`config.mk`:
```
export PLATFORM = sky130hd
export DESIGN_NAME = exec_sequencer
export DESIGN_NICKNAME = d
export VERILOG_FILES = /design/src/rtl/exec_sequencer_pkg.sv /design/src/rtl/exec_sequencer_latency_counter.sv /design/src/rtl/exec_sequencer.sv
export SDC_FILE = /design/constraint.sdc
export NUM_CORES = 1
export LEC_CHECK = 0
export CORE_MARGIN = 5
export CORE_UTILIZATION = 45
export CTS_CLUSTER_SIZE = 20
export DETAILED_ROUTE_END_ITERATION = 10
export PLACE_DENSITY = 0.83
export SLEW_MARGIN = 5
export SYNTH_ARGS = -nofsm -noshare
export SYNTH_HDL_FRONTEND = slang
export SYNTH_HIERARCHICAL = 1
export SYNTH_SLANG_ARGS = --single-unit
```
`constraint.sdc`:
```
create_clock -name clk -period 2 [get_ports clk]
set_clock_uncertainty 0.05 [all_clocks]
set_input_delay 0.4 -clock clk [delete_from_list [all_inputs] [get_ports clk]]
set_output_delay 0.4 -clock clk [all_outputs]
set_load 0.1 [all_outputs]
```
`src/rtl/exec_sequencer_pkg.sv`:
```
// Shared encodings and defaults for the multi-cycle execute sequencer.
// Unit classes match the decoder's UnitSel field; states are the sequencer FSM.
package exec_sequencer_pkg;

    localparam logic [1:0] UNIT_ALU   = 2'b00;
    localparam logic [1:0] UNIT_MUL32 = 2'b01;
    localparam logic [1:0] UNIT_MUL64 = 2'b10;
    localparam logic [1:0] UNIT_FPU   = 2'b11;

    localparam int MUL_CYCLES_DEF = 4;
    localparam int FPU_CYCLES_DEF = 6;

    typedef enum logic [2:0] {
        ST_IDLE,
        ST_ALU_ACK,
        ST_RUN,
        ST_WB_LO,
        ST_WB_HI
    } state_e;

    function automatic int max_int(input int a, input int b);
        return (a > b) ? a : b;
    endfunction

    // A latency of 1 still needs a one-bit counter to hold the zero value.
    function automatic int count_width(input int cycles);
        return ($clog2(cycles) < 1) ? 1 : $clog2(cycles);
    endfunction

endpackage

```
`src/rtl/exec_sequencer_latency_counter.sv`:
```
// Loadable down-counter with a zero flag, used to time the multiplier/FPU latency.
// Priority is clear > load > decrement; it saturates at zero instead of wrapping.
module latency_counter #(
    parameter int CW = 3
) (
    input  logic          clk,
    input  logic          reset,
    input  logic          clear,
    input  logic          load,
    input  logic [CW-1:0] load_value,
    input  logic          dec,
    output logic          zero
);

    logic [CW-1:0] count;

    always_ff @(posedge clk or negedge reset) begin
        if (!reset) begin
            count <= '0;
        end else if (clear) begin
            count <= '0;
        end else if (load) begin
            count <= load_value;
        end else if (dec && (count != '0)) begin
            count <= count - CW'(1);
        end
    end

    assign zero = (count == '0);

endmodule

```
`src/rtl/exec_sequencer.sv`:
```
// Execute sequencer: launches the multiplier or FPU, waits out its fixed latency
// while stalling the main FSM, then issues one or two register writeback beats.
module exec_sequencer
    import exec_sequencer_pkg::*;
#(
    parameter int MUL_CYCLES = MUL_CYCLES_DEF,
    parameter int FPU_CYCLES = FPU_CYCLES_DEF,
    parameter int WIDTH      = 32
) (
    input  logic             clk,
    input  logic             reset,
    input  logic             Start,
    input  logic [1:0]       UnitSel,
    input  logic [3:0]       RdLo,
    input  logic [3:0]       RdHi,
    input  logic             Flush,
    input  logic             ClrErr,
    input  logic [WIDTH-1:0] MulLo,
    input  logic [WIDTH-1:0] MulHi,
    input  logic [WIDTH-1:0] FpuRes,
    output logic             MulStart,
    output logic             FpuStart,
    output logic             Busy,
    output logic             WbValid,
    output logic [3:0]       WbAddr,
    output logic [WIDTH-1:0] WbData,
    output logic             Done,
    output logic             ErrOverlap
);

    localparam int CW = count_width(max_int(MUL_CYCLES, FPU_CYCLES));
    localparam logic [CW-1:0] MUL_LOAD = CW'(MUL_CYCLES - 1);
    localparam logic [CW-1:0] FPU_LOAD = CW'(FPU_CYCLES - 1);

    state_e           state;
    state_e           next_state;
    logic [1:0]       cls;
    logic [3:0]       rd_lo;
    logic [3:0]       rd_hi;
    logic [WIDTH-1:0] lo;
    logic [WIDTH-1:0] hi;
    logic             first;
    logic             err;
    logic             accept;
    logic             launch;
    logic             cnt_zero;
    logic [CW-1:0]    load_value;

    // Flush wins over a same-cycle Start, so a flushed request is never accepted.
    assign accept     = (state == ST_IDLE) && Start && !Flush;
    assign launch     = accept && (UnitSel != UNIT_ALU);
    assign load_value = (UnitSel == UNIT_FPU) ? FPU_LOAD : MUL_LOAD;

    latency_counter #(
        .CW(CW)
    ) u_counter (
        .clk       (clk),
        .reset     (reset),
        .clear     (Flush),
        .load      (launch),
        .load_value(load_value),
        .dec       (state == ST_RUN),
        .zero      (cnt_zero)
    );

    always_ff @(posedge clk or negedge reset) begin
        if (!reset) begin
            state <= ST_IDLE;
        end else begin
            state <= next_state;
        end
    end

    always_comb begin
        next_state = state;
        case (state)
            ST_IDLE: begin
                if (accept) begin
                    next_state = (UnitSel == UNIT_ALU) ? ST_ALU_ACK : ST_RUN;
                end
            end
            ST_ALU_ACK: next_state = ST_IDLE;
            ST_RUN: begin
                if (cnt_zero) begin
                    next_state = ST_WB_LO;
                end
            end
            ST_WB_LO:   next_state = (cls == UNIT_MUL64) ? ST_WB_HI : ST_IDLE;
            ST_WB_HI:   next_state = ST_IDLE;
            default:    next_state = ST_IDLE;
        endcase
        if (Flush) begin
            next_state = ST_IDLE;
        end
    end

    // Request capture, result latch and the sticky overlap flag (set beats clear).
    always_ff @(posedge clk or negedge reset) begin
        if (!reset) begin
            cls   <= UNIT_ALU;
            rd_lo <= '0;
            rd_hi <= '0;
            lo    <= '0;
            hi    <= '0;
            first <= 1'b0;
            err   <= 1'b0;
        end else begin
            if (launch) begin
                cls   <= UnitSel;
                rd_lo <= RdLo;
                rd_hi <= RdHi;
                first <= 1'b1;
            end else if (state == ST_RUN) begin
                first <= 1'b0;
            end

            if ((state == ST_RUN) && cnt_zero && !Flush) begin
                if (cls == UNIT_FPU) begin
                    lo <= FpuRes;
                    hi <= '0;
                end else begin
                    lo <= MulLo;
                    hi <= MulHi;
                end
            end

            if (Start && (state != ST_IDLE)) begin
                err <= 1'b1;
            end else if (ClrErr) begin
                err <= 1'b0;
            end
        end
    end

    // Outputs depend only on registered state, so reset forces them low at once.
    always_comb begin
        MulStart = 1'b0;
        FpuStart = 1'b0;
        Busy     = 1'b0;
        WbValid  = 1'b0;
        WbAddr   = '0;
        WbData   = '0;
        Done     = 1'b0;
        case (state)
            ST_IDLE: ;
            ST_ALU_ACK: begin
                Busy = 1'b1;
                Done = 1'b1;
            end
            ST_RUN: begin
                Busy     = 1'b1;
                MulStart = first && (cls != UNIT_FPU);
                FpuStart = first && (cls == UNIT_FPU);
            end
            ST_WB_LO: begin
                Busy    = 1'b1;
                WbValid = 1'b1;
                WbAddr  = rd_lo;
                WbData  = lo;
                Done    = (cls != UNIT_MUL64);
            end
            ST_WB_HI: begin
                Busy    = 1'b1;
                WbValid = 1'b1;
                WbAddr  = rd_hi;
                WbData  = hi;
                Done    = 1'b1;
            end
            default: ;
        endcase
    end

    assign ErrOverlap = err;

endmodule

```
# Word level (Yosys, flattened, before mapping)
# Index checks and enable logic that the tools add are counted.
[word_totals] reg_bits=82 in_bits=111 out_inout_bits=42 elab_cells=67
[classes] addsub=1 eq_ne=11 muxes=23 reduce_logical=23
[ops] op="32-bit 2-to-1 mux" n=2
[ops] op="32-bit case mux with 2 select lines" n=1
[ops] op="3-bit 2-to-1 mux" n=8
[ops] op="1-bit logical AND" n=9
[ops] op="3-bit case mux with 3 select lines" n=1
[ops] op="3-bit nonzero test" n=3
[ops] op="1-bit 2-to-1 mux" n=8
[ops] op="4-bit case mux with 2 select lines" n=1
[ops] op="2-bit equality test, second input constant" n=3
[ops] op="3-bit by 2-bit equality test with 1-bit output, second input constant" n=2
[ops] op="3-bit zero test" n=2
[ops] op="3-bit != test, second input constant" n=2
[ops] op="2-bit nonzero test" n=3
[ops] op="2-bit != test, second input constant" n=2
[ops] op="2-bit OR reduction" n=2
[ops] op="4-bit OR reduction" n=1
[ops] op="3-bit by 1-bit equality test with 1-bit output, second input constant" n=1
[ops] op="3-bit equality test, second input constant" n=1
[ops] op="3-bit by 1-bit subtractor with 3-bit output, second input constant" n=1
[ops] op="2-bit zero test" n=1
[ops] op="2-bit 2-to-1 mux" n=1
[ops] op="1-bit case mux with 2 select lines" n=1
[ops] op="2-bit AND reduction" n=1
[ops] op="1-bit zero test" n=1

# Depth between registers and ports, before layout
[logic_depth] depth_word=6 ltp_mapped=8 ltp_nobuf=6

# Modules after synthesis
# The synthesis kept the hierarchy.
[modules_own_cells] module="exec_sequencer" n_inst=1 cells_per_inst=352 area_per_inst_um2=4026.4
[modules_own_cells] module="latency_counter" n_inst=1 cells_per_inst=21 area_per_inst_um2=195.2

# Worst setup path after synthesis
# No wires, ideal clock.
[synth_timing] path_type="reg-to-output" start="reg state[0]" end="out MulStart" arrival_ns=2.372 setup_slack_ns=-0.822 path_stages_with_launch=4 path_buffers=0 cell_sequence="dfrtp_1 -> nor3b_1 -> nand2_1 -> a21oi_1"
[synth_between] elab_chain_len=2
[synth_lines] element="start: declaration" line_no="exec_sequencer.sv:35" rtl="state_e state;"
[synth_lines] element="start signal: assignment" line_no="exec_sequencer.sv:70" rtl="state <= next_state;"
[synth_lines] element="3-bit by 2-bit equality test with 1-bit output" line_no="exec_sequencer.sv:144" rtl="case (state)"
[synth_lines] element="1-bit 2-to-1 mux" line_no="exec_sequencer.sv:144"
[synth_lines] element="end: declaration" line_no="exec_sequencer.sv:21" rtl="output logic MulStart,"
# No other way between the ends.

# Worst setup path in the final report
# Ends and elaborated chain as after synthesis.

==> impl_results.md <==
* CP Capture Type: output port
* Synth-to-layout area growth at 69.86%
* Setup CP Type: reg2out
* CP endpoint: MulStart
* Critical R2R Launch: state[1]
* Chip width at 106.9 um
* Global-route wire length before repair at 20360 um
* CP max-delay cell: dfrtp_2
* Avg Inst Size Synth at 11.32 sq um
* DRC errors left at 0
* Drt first pass iters at 4
* IO Pins at 153
* Largest net degree at the start of global routing at 67
* Class of the worst hold path: in2async
* Root Buffer: clkbuf_8
* DR iter-0 viols at 141
* RSZ-0062 raised after global routing: yes
* Layout cells sized above 1 at 0.3887
* Final wirelength at 13820 um
* Port Buffers at 152
* CTS tree: done
* Fin worst setup slack at -0.2013 ns
* Worst-skew pair later-pin latency at 0.35 ns
* Critical Path Source Type: flip-flop
* P_leak at 3.091 nW
* Vias at 3728
* Required @ worst endpoint at 1.55 ns
* Nets@finish at 656
* Levels on crit path at 4
* Initial Utilization at 0.4590
* CTS Buf Count at 9
* Post-layout min period at 2.201 ns
* Critical Path AT at 1.75 ns
* # H-tree levels at 3
* Final setup fails at 71
* Diodes inserted at 0
* Post-synthesis sequential area ratio at 0.4861
* Avg WL per Cell at 20.97 um
* Layout fillers at 560
* Power per cell area at 947.9 nW/um^2
* Run status: finished, violations left
* Failing checks: negative setup slack
* Die Area at 11420 sq um
* Worst Path Buf+Inv at 1
* Post-synthesis cell area at 4222 sq um
* Worst VDD drop at 0.0005644 V
* Final Max Slew Viols at 0
* Internal reg-to-reg setup slack at -0.09 ns
* Fmax at 0.4543 GHz
* Die H at 106.9 um
* Fin util at 0.7797
* Vias in the first global route at 4087
* Fin crit share at 1.101
* Grt ovf at 0
* Std cell rows at 35
* CP max FO at 6
* CP startpoint: state[0]
* CP peak stage delay at 0.49 ns
* Final number of hold-violating endpoints at 0
* Overall Global Routing Usage at 0.2240
* Critical path cell sequence: nor3b_2, nand2_2, a21oi_2, buf_12
* Initial antenna violation count at 0
* Reg2reg path depth at 7
* Flops & latches, synth at 82
* Worst-path clk slew at 0.09 ns
* Area leader, netlist: dfrtp_1
* Family with the most delay on the worst path: flip-flops
* Synth Net Count at 486
* Post-synthesis cell count at 373
* Vias per cell at 5.657
* Worst-case clock buffer depth at 2
* Core footprint at 9196 sq um
* Yosys top cell area share at 0.4861
* DRT antenna net count at 0
* Post-synth cell types at 33
* CTS sink count at 82
* TNS Setup at -7.167 ns
* Area contributors post-synth: dfrtp_1 (49%), mux2_2 (14%), a22o_1 (7.5%), mux2_1 (5.9%), o31ai_1 (5.7%)
* Max-cap violations at 0
* Yosys warnings at 6
* R2R Path End: rd_lo[1]
* GP Congestion at 0.8225
* Detail Placement HPWL at 8721 um
## sequential cells by signal, summed over array words and instances, names as in the netlist, 2 cells and up
signal and flops:
u_counter/count 3, rd_lo 4, lo 32, cls 2
rd_hi 4, state 3, hi 32
## worst min path at each step
stage                     slack (ns)  startpoint         end  cells past startpoint
after floorplan                 0.05       reset  ErrOverlap                      0
after global placement          0.20       reset  ErrOverlap                      1
after detailed placement        0.20       reset      hi[27]                      1
after CTS                       0.36       reset      hi[27]                      2
after global routing            0.40       reset      hi[27]                      2
final                           0.38       reset      hi[27]                      2
## metal layers
| layer | track usage | vias up | part of all wire |
|---|---|---|---|
| li1 | - | 1708 | - |
| met5 | 0 | - | 0 |
| met1 | 0.2682 | 1831 | 0.41 |
| met4 | 0.09132 | 0 | 0.023 |
| met2 | 0.3952 | 164 | 0.51 |
| met3 | 0.04214 | 25 | 0.063 |
## per-stage QoR
step | hold slack [ns] | instances | total power [mW] | worst slack (ns) | cell area, sq um
3_5_place_dp | 0.2001 | 625 | 4.833 | -0.1095 | 6410
5_1_grt | 0.3974 | 659 | 7.138 | -0.2141 | 7171
2_1_floorplan | 0.05441 | 373 | 4.029 | -0.2672 | 4279
4_1_cts | 0.3602 | 649 | 6.436 | -0.1692 | 6840
6_report | 0.3758 | 659 | 6.797 | -0.2013 | 7171
3_3_place_gp | 0.2002 | 625 | 4.662 | -0.04271 | 6410
## cells in the mapped netlist (all sizes together)
master  instances
a211oi          2
a21o            1
a21oi           4
a22o           36
a31oi           1
and2            1
buf            20
clkbuf         13
conb            1
dfrtp          82
ha              2
inv             9
mux2           74
nand2          38
nand2b          1
nand3           1
nor2            4
nor2b           2
nor3            3
nor3b           4
nor4bb          1
o21a            1
o21ai          35
o21bai          1
o31ai          32
or2             1
or3             2
xnor2           1
## power breakdown
part	switching (mW)	internal, mW	total, mW
Sequential	0.475	2.37	2.85
Clock	0.613	0.955	1.57
Combinational	1.07	1.32	2.38
## worst register-to-register path, delay by kind of cell (launching register included)
family | cells | cell delay (ns)
multiplexers | 1 | 0.31
buffers and inverters | 4 | 0.59
flip-flops | 1 | 0.48
AND/OR/NAND/NOR | 2 | 0.53
## cell families after synthesis
logic type	Yosys count	synth area share
AOI/OAI and AO/OA	113	0.1882
buffers and inverters	42	0.05068
DFF	82	0.4861
muxes	74	0.1974
and+or+nand+nor	58	0.06876
other	1	0.0008883
adders and majority gates	2	0.005927
xor gates and xnor gates	1	0.002075
## cell usage in the layout (no fill, tap or decap), types with 3 or more instances in the layout
cell / netlist / routed
clkbuf_16: 0 / 4
o21ai_1: 1 / 4
dfrtp_2: 0 / 3
a21oi_1: 4 / 3
nor2_4: 1 / 3
buf_4: 0 / 18
inv_1: 9 / 9
clkdlybuf4s50_1: 0 / 109
o31ai_1: 32 / 32
nand2_2: 0 / 3
nand2_1: 38 / 35
mux2_1: 22 / 13
o21ai_0: 34 / 31
mux2_2: 52 / 24
a22o_2: 0 / 29
bufinv_16: 0 / 4
mux2_4: 0 / 37
clkbuf_8: 0 / 9
buf_12: 0 / 48
buf_6: 5 / 11
dfrtp_1: 82 / 79
a22o_4: 0 / 7
## what timing repair did
action                     CTS  global route
gates cloned                 1             4
hold buffers                 1             0
setup endpoints to repair   41            86
gates resized for setup     25            47
setup buffers                6             6
hold endpoints to repair    10             0
pin swaps                    3             3
## cell type report
type,count,area [sq um],share of cell area
well taps,111,138.9,0.01937
multi-input cells,249,2241,0.3125
repair buffers,192,2436,0.3397
clock buffers,9,123.9,0.01727
inverters,9,33.78,0.004711
flip-flops and latches,82,2056,0.2867
clock inverters,7,141.4,0.01972
No activity file was read; power rests on OpenSTA's default activity.
